$ cat src/rtl/picosoc_iomem_bridge.sv
// picosoc_iomem_bridge
// Routes CPU native-bus accesses into NUM_SLAVES equal address windows with
// registered slave strobes. Accesses outside the windows, or slaves that stay
// silent for TIMEOUT cycles, complete with ERR_RDATA. The first such fault is
// kept in a sticky error register that drives err_irq.
module picosoc_iomem_bridge #(
    parameter int          NUM_SLAVES  = 4,
    parameter logic [31:0] ADDR_BASE   = 32'h0300_0000,
    parameter int          SLAVE_SHIFT = 20,
    parameter int          TIMEOUT     = 255,
    parameter logic [31:0] ERR_RDATA   = 32'hDEAD_BEEF
) (
    input  logic                     clk,
    input  logic                     resetn,
    input  logic                     m_valid,
    output logic                     m_ready,
    input  logic [3:0]               m_wstrb,
    input  logic [31:0]              m_addr,
    input  logic [31:0]              m_wdata,
    output logic [31:0]              m_rdata,
    output logic [NUM_SLAVES-1:0]    s_valid,
    input  logic [NUM_SLAVES-1:0]    s_ready,
    output logic [3:0]               s_wstrb,
    output logic [31:0]              s_addr,
    output logic [31:0]              s_wdata,
    input  logic [32*NUM_SLAVES-1:0] s_rdata,
    output logic                     err_irq,
    output logic [31:0]              err_addr,
    output logic [1:0]               err_cause,
    input  logic                     err_clr
);

    localparam int IDX_W = (NUM_SLAVES > 1) ? $clog2(NUM_SLAVES) : 1;
    localparam int TMR_W = $clog2(TIMEOUT + 1);

    // Keeps only the byte offset inside one slave window.
    localparam logic [31:0] OFF_MASK = (SLAVE_SHIFT >= 32) ? 32'hFFFF_FFFF
                                                           : ((32'd1 << SLAVE_SHIFT) - 32'd1);
    localparam logic [TMR_W-1:0] TMR_LAST = TMR_W'(TIMEOUT - 1);

    localparam logic [1:0] CAUSE_NONE    = 2'b00;
    localparam logic [1:0] CAUSE_DECODE  = 2'b01;
    localparam logic [1:0] CAUSE_TIMEOUT = 2'b10;

    typedef enum logic [1:0] {
        ST_IDLE   = 2'd0,
        ST_ACCESS = 2'd1,
        ST_RESP   = 2'd2
    } state_t;

    state_t                  state_q, state_d;
    logic [TMR_W-1:0]        timer_q, timer_d;
    logic [IDX_W-1:0]        idx_q, idx_d;
    logic [31:0]             addr_q, addr_d;
    logic [NUM_SLAVES-1:0]   s_valid_q, s_valid_d;
    logic [3:0]              s_wstrb_q, s_wstrb_d;
    logic [31:0]             s_addr_q, s_addr_d;
    logic [31:0]             s_wdata_q, s_wdata_d;
    logic                    m_ready_q, m_ready_d;
    logic [31:0]             m_rdata_q, m_rdata_d;
    logic                    err_irq_q, err_irq_d;
    logic [31:0]             err_addr_q, err_addr_d;
    logic [1:0]              err_cause_q, err_cause_d;

    logic [31:0]             win_off;
    logic [31:0]             win_idx;
    logic                    in_window;
    logic                    sel_ready;
    logic [31:0]             sel_rdata;
    logic                    fault;
    logic [1:0]              fault_cause;
    logic [31:0]             fault_addr;

    // Window decode of the incoming CPU address.
    always_comb begin
        win_off   = m_addr - ADDR_BASE;
        win_idx   = win_off >> SLAVE_SHIFT;
        in_window = (m_addr >= ADDR_BASE) && (win_idx < 32'(NUM_SLAVES));
    end

    // Response of the slave currently being accessed; others are ignored.
    always_comb begin
        sel_ready = s_ready[idx_q];
        sel_rdata = s_rdata[{idx_q, 5'b00000} +: 32];
    end

    // Next-state logic for the access FSM, slave strobes and error register.
    always_comb begin
        state_d     = state_q;
        timer_d     = timer_q;
        idx_d       = idx_q;
        addr_d      = addr_q;
        s_valid_d   = s_valid_q;
        s_wstrb_d   = s_wstrb_q;
        s_addr_d    = s_addr_q;
        s_wdata_d   = s_wdata_q;
        m_ready_d   = m_ready_q;
        m_rdata_d   = m_rdata_q;
        err_irq_d   = err_irq_q;
        err_addr_d  = err_addr_q;
        err_cause_d = err_cause_q;
        fault       = 1'b0;
        fault_cause = CAUSE_NONE;
        fault_addr  = addr_q;

        case (state_q)
            ST_IDLE: begin
                timer_d   = '0;
                m_ready_d = 1'b0;
                m_rdata_d = '0;
                if (m_valid) begin
                    addr_d    = m_addr;
                    s_wstrb_d = m_wstrb;
                    s_wdata_d = m_wdata;
                    s_addr_d  = win_off & OFF_MASK;
                    if (in_window) begin
                        idx_d     = win_idx[IDX_W-1:0];
                        s_valid_d = NUM_SLAVES'(1) << win_idx[IDX_W-1:0];
                        state_d   = ST_ACCESS;
                    end else begin
                        // No slave is touched; RESP raises m_ready one cycle later.
                        s_valid_d   = '0;
                        m_rdata_d   = ERR_RDATA;
                        fault       = 1'b1;
                        fault_cause = CAUSE_DECODE;
                        fault_addr  = m_addr;
                        state_d     = ST_RESP;
                    end
                end
            end

            ST_ACCESS: begin
                if (sel_ready) begin
                    // Slave completion has priority over a coincident timeout.
                    s_valid_d = '0;
                    m_rdata_d = sel_rdata;
                    m_ready_d = 1'b1;
                    timer_d   = '0;
                    state_d   = ST_RESP;
                end else if (timer_q == TMR_LAST) begin
                    s_valid_d   = '0;
                    m_rdata_d   = ERR_RDATA;
                    m_ready_d   = 1'b1;
                    timer_d     = '0;
                    fault       = 1'b1;
                    fault_cause = CAUSE_TIMEOUT;
                    fault_addr  = addr_q;
                    state_d     = ST_RESP;
                end else begin
                    timer_d = timer_q + 1'b1;
                end
            end

            ST_RESP: begin
                timer_d = '0;
                if (m_ready_q) begin
                    // Completion pulse has been shown for one cycle.
                    m_ready_d = 1'b0;
                    m_rdata_d = '0;
                    state_d   = ST_IDLE;
                end else begin
                    m_ready_d = 1'b1;
                end
            end

            default: begin
                s_valid_d = '0;
                m_ready_d = 1'b0;
                m_rdata_d = '0;
                timer_d   = '0;
                state_d   = ST_IDLE;
            end
        endcase

        // Sticky error capture: first fault kept, a fault beats a coincident clear.
        if (fault && (!err_irq_q || err_clr)) begin
            err_irq_d   = 1'b1;
            err_addr_d  = fault_addr;
            err_cause_d = fault_cause;
        end else if (err_clr) begin
            err_irq_d   = 1'b0;
            err_addr_d  = '0;
            err_cause_d = CAUSE_NONE;
        end
    end

    // State and output registers; reset drops every output immediately.
    always_ff @(posedge clk or negedge resetn) begin
        if (!resetn) begin
            state_q     <= ST_IDLE;
            timer_q     <= '0;
            idx_q       <= '0;
            addr_q      <= '0;
            s_valid_q   <= '0;
            s_wstrb_q   <= '0;
            s_addr_q    <= '0;
            s_wdata_q   <= '0;
            m_ready_q   <= 1'b0;
            m_rdata_q   <= '0;
            err_irq_q   <= 1'b0;
            err_addr_q  <= '0;
            err_cause_q <= CAUSE_NONE;
        end else begin
            state_q     <= state_d;
            timer_q     <= timer_d;
            idx_q       <= idx_d;
            addr_q      <= addr_d;
            s_valid_q   <= s_valid_d;
            s_wstrb_q   <= s_wstrb_d;
            s_addr_q    <= s_addr_d;
            s_wdata_q   <= s_wdata_d;
            m_ready_q   <= m_ready_d;
            m_rdata_q   <= m_rdata_d;
            err_irq_q   <= err_irq_d;
            err_addr_q  <= err_addr_d;
            err_cause_q <= err_cause_d;
        end
    end

    assign m_ready   = m_ready_q;
    assign m_rdata   = m_rdata_q;
    assign s_valid   = s_valid_q;
    assign s_wstrb   = s_wstrb_q;
    assign s_addr    = s_addr_q;
    assign s_wdata   = s_wdata_q;
    assign err_irq   = err_irq_q;
    assign err_addr  = err_addr_q;
    assign err_cause = err_cause_q;

endmodule

$ cat config.mk
export PLATFORM = sky130hd
export DESIGN_NAME = picosoc_iomem_bridge
export DESIGN_NICKNAME = d
export VERILOG_FILES = /design/src/rtl/picosoc_iomem_bridge.sv
export SDC_FILE = /design/constraint.sdc
export NUM_CORES = 1
export LEC_CHECK = 0
export CORE_MARGIN = 1
export CORE_UTILIZATION = 44
export CTS_BUF_LIST = sky130_fd_sc_hd__clkbuf_8
export CTS_CLUSTER_DIAMETER = 100
export CTS_CLUSTER_SIZE = 40
export DETAILED_ROUTE_END_ITERATION = 7
export PLACE_DENSITY = 0.83
export SYNTH_ARGS = -nofsm -noshare
export SYNTH_HDL_FRONTEND = slang
export SYNTH_SLANG_ARGS = --single-unit
export TNS_END_PERCENT = 5
$ cat constraint.sdc
create_clock -name clk -period 2.5 [get_ports clk]
set_input_delay 0.375 -clock clk [delete_from_list [all_inputs] [get_ports clk]]
set_output_delay 0.375 -clock clk [all_outputs]
set_load 0.01 [all_outputs]
==> results by group <==
Finish
  • Area Growth Syn to Fin: 50.0%
  • # fillers: 1,313
  • Final #Nets: 1,252
  • Layout cells sized above 1: 11.8%

Floorplanning
  • CORE AREA: 17,300 sq um
  • Horiz. Die Dim: 135 microns
  • Die Ht: 135 microns
  • # IOs: 344
  • DIE AREA: 18,200 sq um
  • FP Rows: 48
  • Initial core utilization: 45.1%

Setup path
  • Worst Path Class, Setup: flip-flop to flip-flop
  • Crit path cell chain: inv_1, ha_1, nand2_1, o22a_2, o221a_1, buf_12, a221o_1
  • Worst endpoint data arrival time: 2.55 ns
  • Critical Path RT: 2.84 ns
  • Slowest CP cell: dfrtp_1
  • Crit start category: flip-flop
  • CP max FO: 30
  • Critical Path Max Stage Delay: 0.40 ns
  • Reg2Reg Setup Slack: 0.29 ns
  • Crit. End Element: flip-flop
  • R2R depth: 7

Clocking
  • CTS H-tree lvls: 4
  • Max clock buf depth: 2
  • Clock sink count: 152
  • CTS clk-pin slew, worst paths: 0.08 ns
  • TritonCTS clock tree: yes
  • Number of hold buffers added after CTS: 1
  • Clk_lat worst skew: 0.45 ns
  • CTS Buf Count: 17
  • Root buffer cell: clkbuf_8
  • Setup bufs post-CTS: 0
  • CTS resizes: 0

Pwr
  • Cell Int Power: 0.00678 W
  • Comb pwr share: 43.2%
  • Max VDD drop: 0.594 mV
  • Sw Ratio: 34.3%
  • Sequential share of power: 38.0%
  • Leakage: 5.03 nW
  • Clock Power Share: 18.7%
  • Sw Pwr: 0.00353 W
  • Pwr dens: 882 nW/um^2

Run
  • Max Cap Viol: 0

Synthesis
  • Synth warn: 0
  • Synth Cell Area: 7790 sq um
  • #FFs+latches synth: 152
  • Post-synth EDFFs: 0
  • Register area share after synthesis: 48.8%
  • Avg Cell Area, Syn: 10.5 sq um
  • Cell count after synthesis: 742
  • Post-synth top flop: dfrtp_1
  • Distinct cells, synth: 53
  • Async SR Flop Fraction: 100%

Timing
  • Hold Violations, Final: 0
  • Final worst setup slack: 0.288 ns
  • Fin crit share: 88.5%
  • Final setup vio count: 0
  • Fmax achieved: 452 MHz
  • RSZ-0062 raised after global routing: false
  • Pins Over Slew Limit: 0
  • Worst Max-Slew Pin Slew: 0.684 ns
  • Max_slew headroom: 54.1%
  • Worst Skew: 0.0121 ns
  • Final Critical Period: 2.21 ns
  • Setup_tns: 0 ns

Placed design
  • DP Wirelength: 18,800 microns
  • Post-Place Setup Slack: -0.159 ns
  • Placer Congestion: 0.897
  • IO buf count: 331

Global route
  • Largest net degree at the start of global routing: 67
  • Global route total overflow: 0
  • Vias in the first global route: 7,073
  • First-pass GRT wire length: 38,500 microns
  • GR Util All Layers: 27.9%
  • Initial antenna violation count: 6

Detailed routing
  • Wire per inst: 19.4 microns
  • Vias: 7,108
  • Post-route antenna net violation count: 0
  • Detailed-route vias per instance: 5.53
  • Drt drc: 0
  • Drt pass-1 iters: 5
  • First-iteration detailed-routing DRC count: 460
  • WL final: 25,000 microns

Run status
  • Status: complete, no violations

Worst hold path
  • WHS Path Cells: 3
  • Hold crit path type: primary input to flip-flop
## metrics by stage
| stage | area [sq um] | std cells | hold slack, ns | total power (W) | util (%) |
|---|---|---|---|---|---|
| after global routing | 11700 | 1286 | 0.421 | 0.0109 | 67.6 |
| final | 11700 | 1286 | 0.442 | 0.0103 | 67.6 |
| after detailed placement | 11300 | 1248 | 0.414 | 0.00842 | 65.0 |
| after global placement | 11300 | 1248 | 0.412 | 0.00829 | 65.0 |
| after floorplan | 7840 | 753 | 0.0794 | 0.00600 | - |
| after CTS | 11700 | 1280 | 0.414 | 0.0104 | 67.5 |
## cell type report
type | count | area (sq um) | area share [%]
Clock inverter | 8 | 96.3 | 0.824
Inverter | 5 | 18.8 | 0.161
Sequential cell | 152 | 3800 | 32.6
Multi-Input combinational cell | 499 | 3490 | 29.8
Antenna cell | 6 | 15.0 | 0.128
Clock buffer | 23 | 317 | 2.71
Tap cell | 225 | 282 | 2.41
Timing Repair Buffer | 368 | 3670 | 31.4
## cell usage in the layout (no fill, tap or decap), drive strengths merged, types with 3 or more instances in the layout
| master | count |
|---|---|
| o2bb2ai | 35 |
| mux4 | 32 |
| mux2 | 16 |
| nor2 | 10 |
| and3 | 17 |
| clkdlybuf4s50 | 330 |
| nor2b | 3 |
| ha | 5 |
| a22o | 16 |
| o31ai | 15 |
| o311ai | 15 |
| nand3 | 20 |
| a41oi | 7 |
| conb | 12 |
| o311a | 7 |
| a221o | 7 |
| inv | 7 |
| diode | 6 |
| dfrtp | 152 |
| buf | 37 |
| xor2 | 4 |
| o21ai | 6 |
| nor3 | 25 |
| nand2 | 213 |
| clkbuf | 23 |
## final timing paths
check | start | endpoint
min | m_wstrb[3] | s_wstrb[3]$_DFFE_PN0P_
max reg2reg | state_q[1]$_DFFE_PN0P_ | err_addr[23]$_DFFE_PN0P_
min reg2reg | s_wdata[23]$_DFFE_PN0P_ | s_wdata[23]$_DFFE_PN0P_
min in group asynchronous | resetn | s_wdata[5]$_DFFE_PN0P_
max in group asynchronous | resetn | err_addr[7]$_DFFE_PN0P_
max | state_q[1]$_DFFE_PN0P_ | err_addr[23]$_DFFE_PN0P_
## worst max-delay path, delay by kind of cell, from the launching register on
family	cells	cell delay (ns)
flip-flops	1	0.40
buffers and inverters	2	0.28
AO/OA/AOI/OAI	3	0.91
adder cells (fa/ha/maj)	1	0.33
AND/OR/NAND/NOR	1	0.16
## logic make-up after synthesis
family | share of synthesized area [%]
simple gates | 16.9
flops | 48.8
compound gates | 13.8
buf+inv | 7.26
mux | 11.7
xor+xnor | 0.674
fa+ha+maj | 0.803
other cells | 0.0481
## synthesized netlist by cell type (7+ instances only)
cell type	count	area, sq um
dfrtp_1	152	3800
mux2_2	16	180
and3_1	17	106
nand3_1	20	100
nor3_1	25	125
buf_2	14	70.1
nor2_1	10	37.5
o311ai_0	15	131
a221o_1	7	70.1
clkbuf_1	37	139
o311a_1	7	70.1
nand2_1	213	800
o2bb2ai_1	35	307
a41oi_1	7	61.3
buf_4	38	285
a22o_1	16	140
o31ai_1	15	113
mux4_2	32	721
## per-layer routing
layer  share of wire [%]  global-route usage (%)  vias up
li1                    -                       -     3237
met1                  38                    33.2     3484
met2                  51                    46.5      336
met3                 7.0                    7.28       51
met4                 3.9                    14.4        0
met5                   0                       0        -
## registers in the layout (all words and copies together) (netlist names)
register,count
addr_q,32
idx_q,2
timer_q,8
s_wstrb,4
s_valid,4
err_irq,1
s_wdata,32
err_addr,32
m_ready,1
m_rdata,32
state_q,2
err_cause,2
## power groups by stage
stage | Combinational [W] | Clock (W) | Sequential, W
3_5_place_dp | 0.00447 | 0 | 0.00394
5_1_grt | 0.00482 | 0.00208 | 0.00401
6_report | 0.00445 | 0.00193 | 0.00392
2_1_floorplan | 0.00188 | 0 | 0.00412
3_3_place_gp | 0.00436 | 0 | 0.00393
4_1_cts | 0.00448 | 0.00198 | 0.00392
Power figures use the tool's default switching activity.
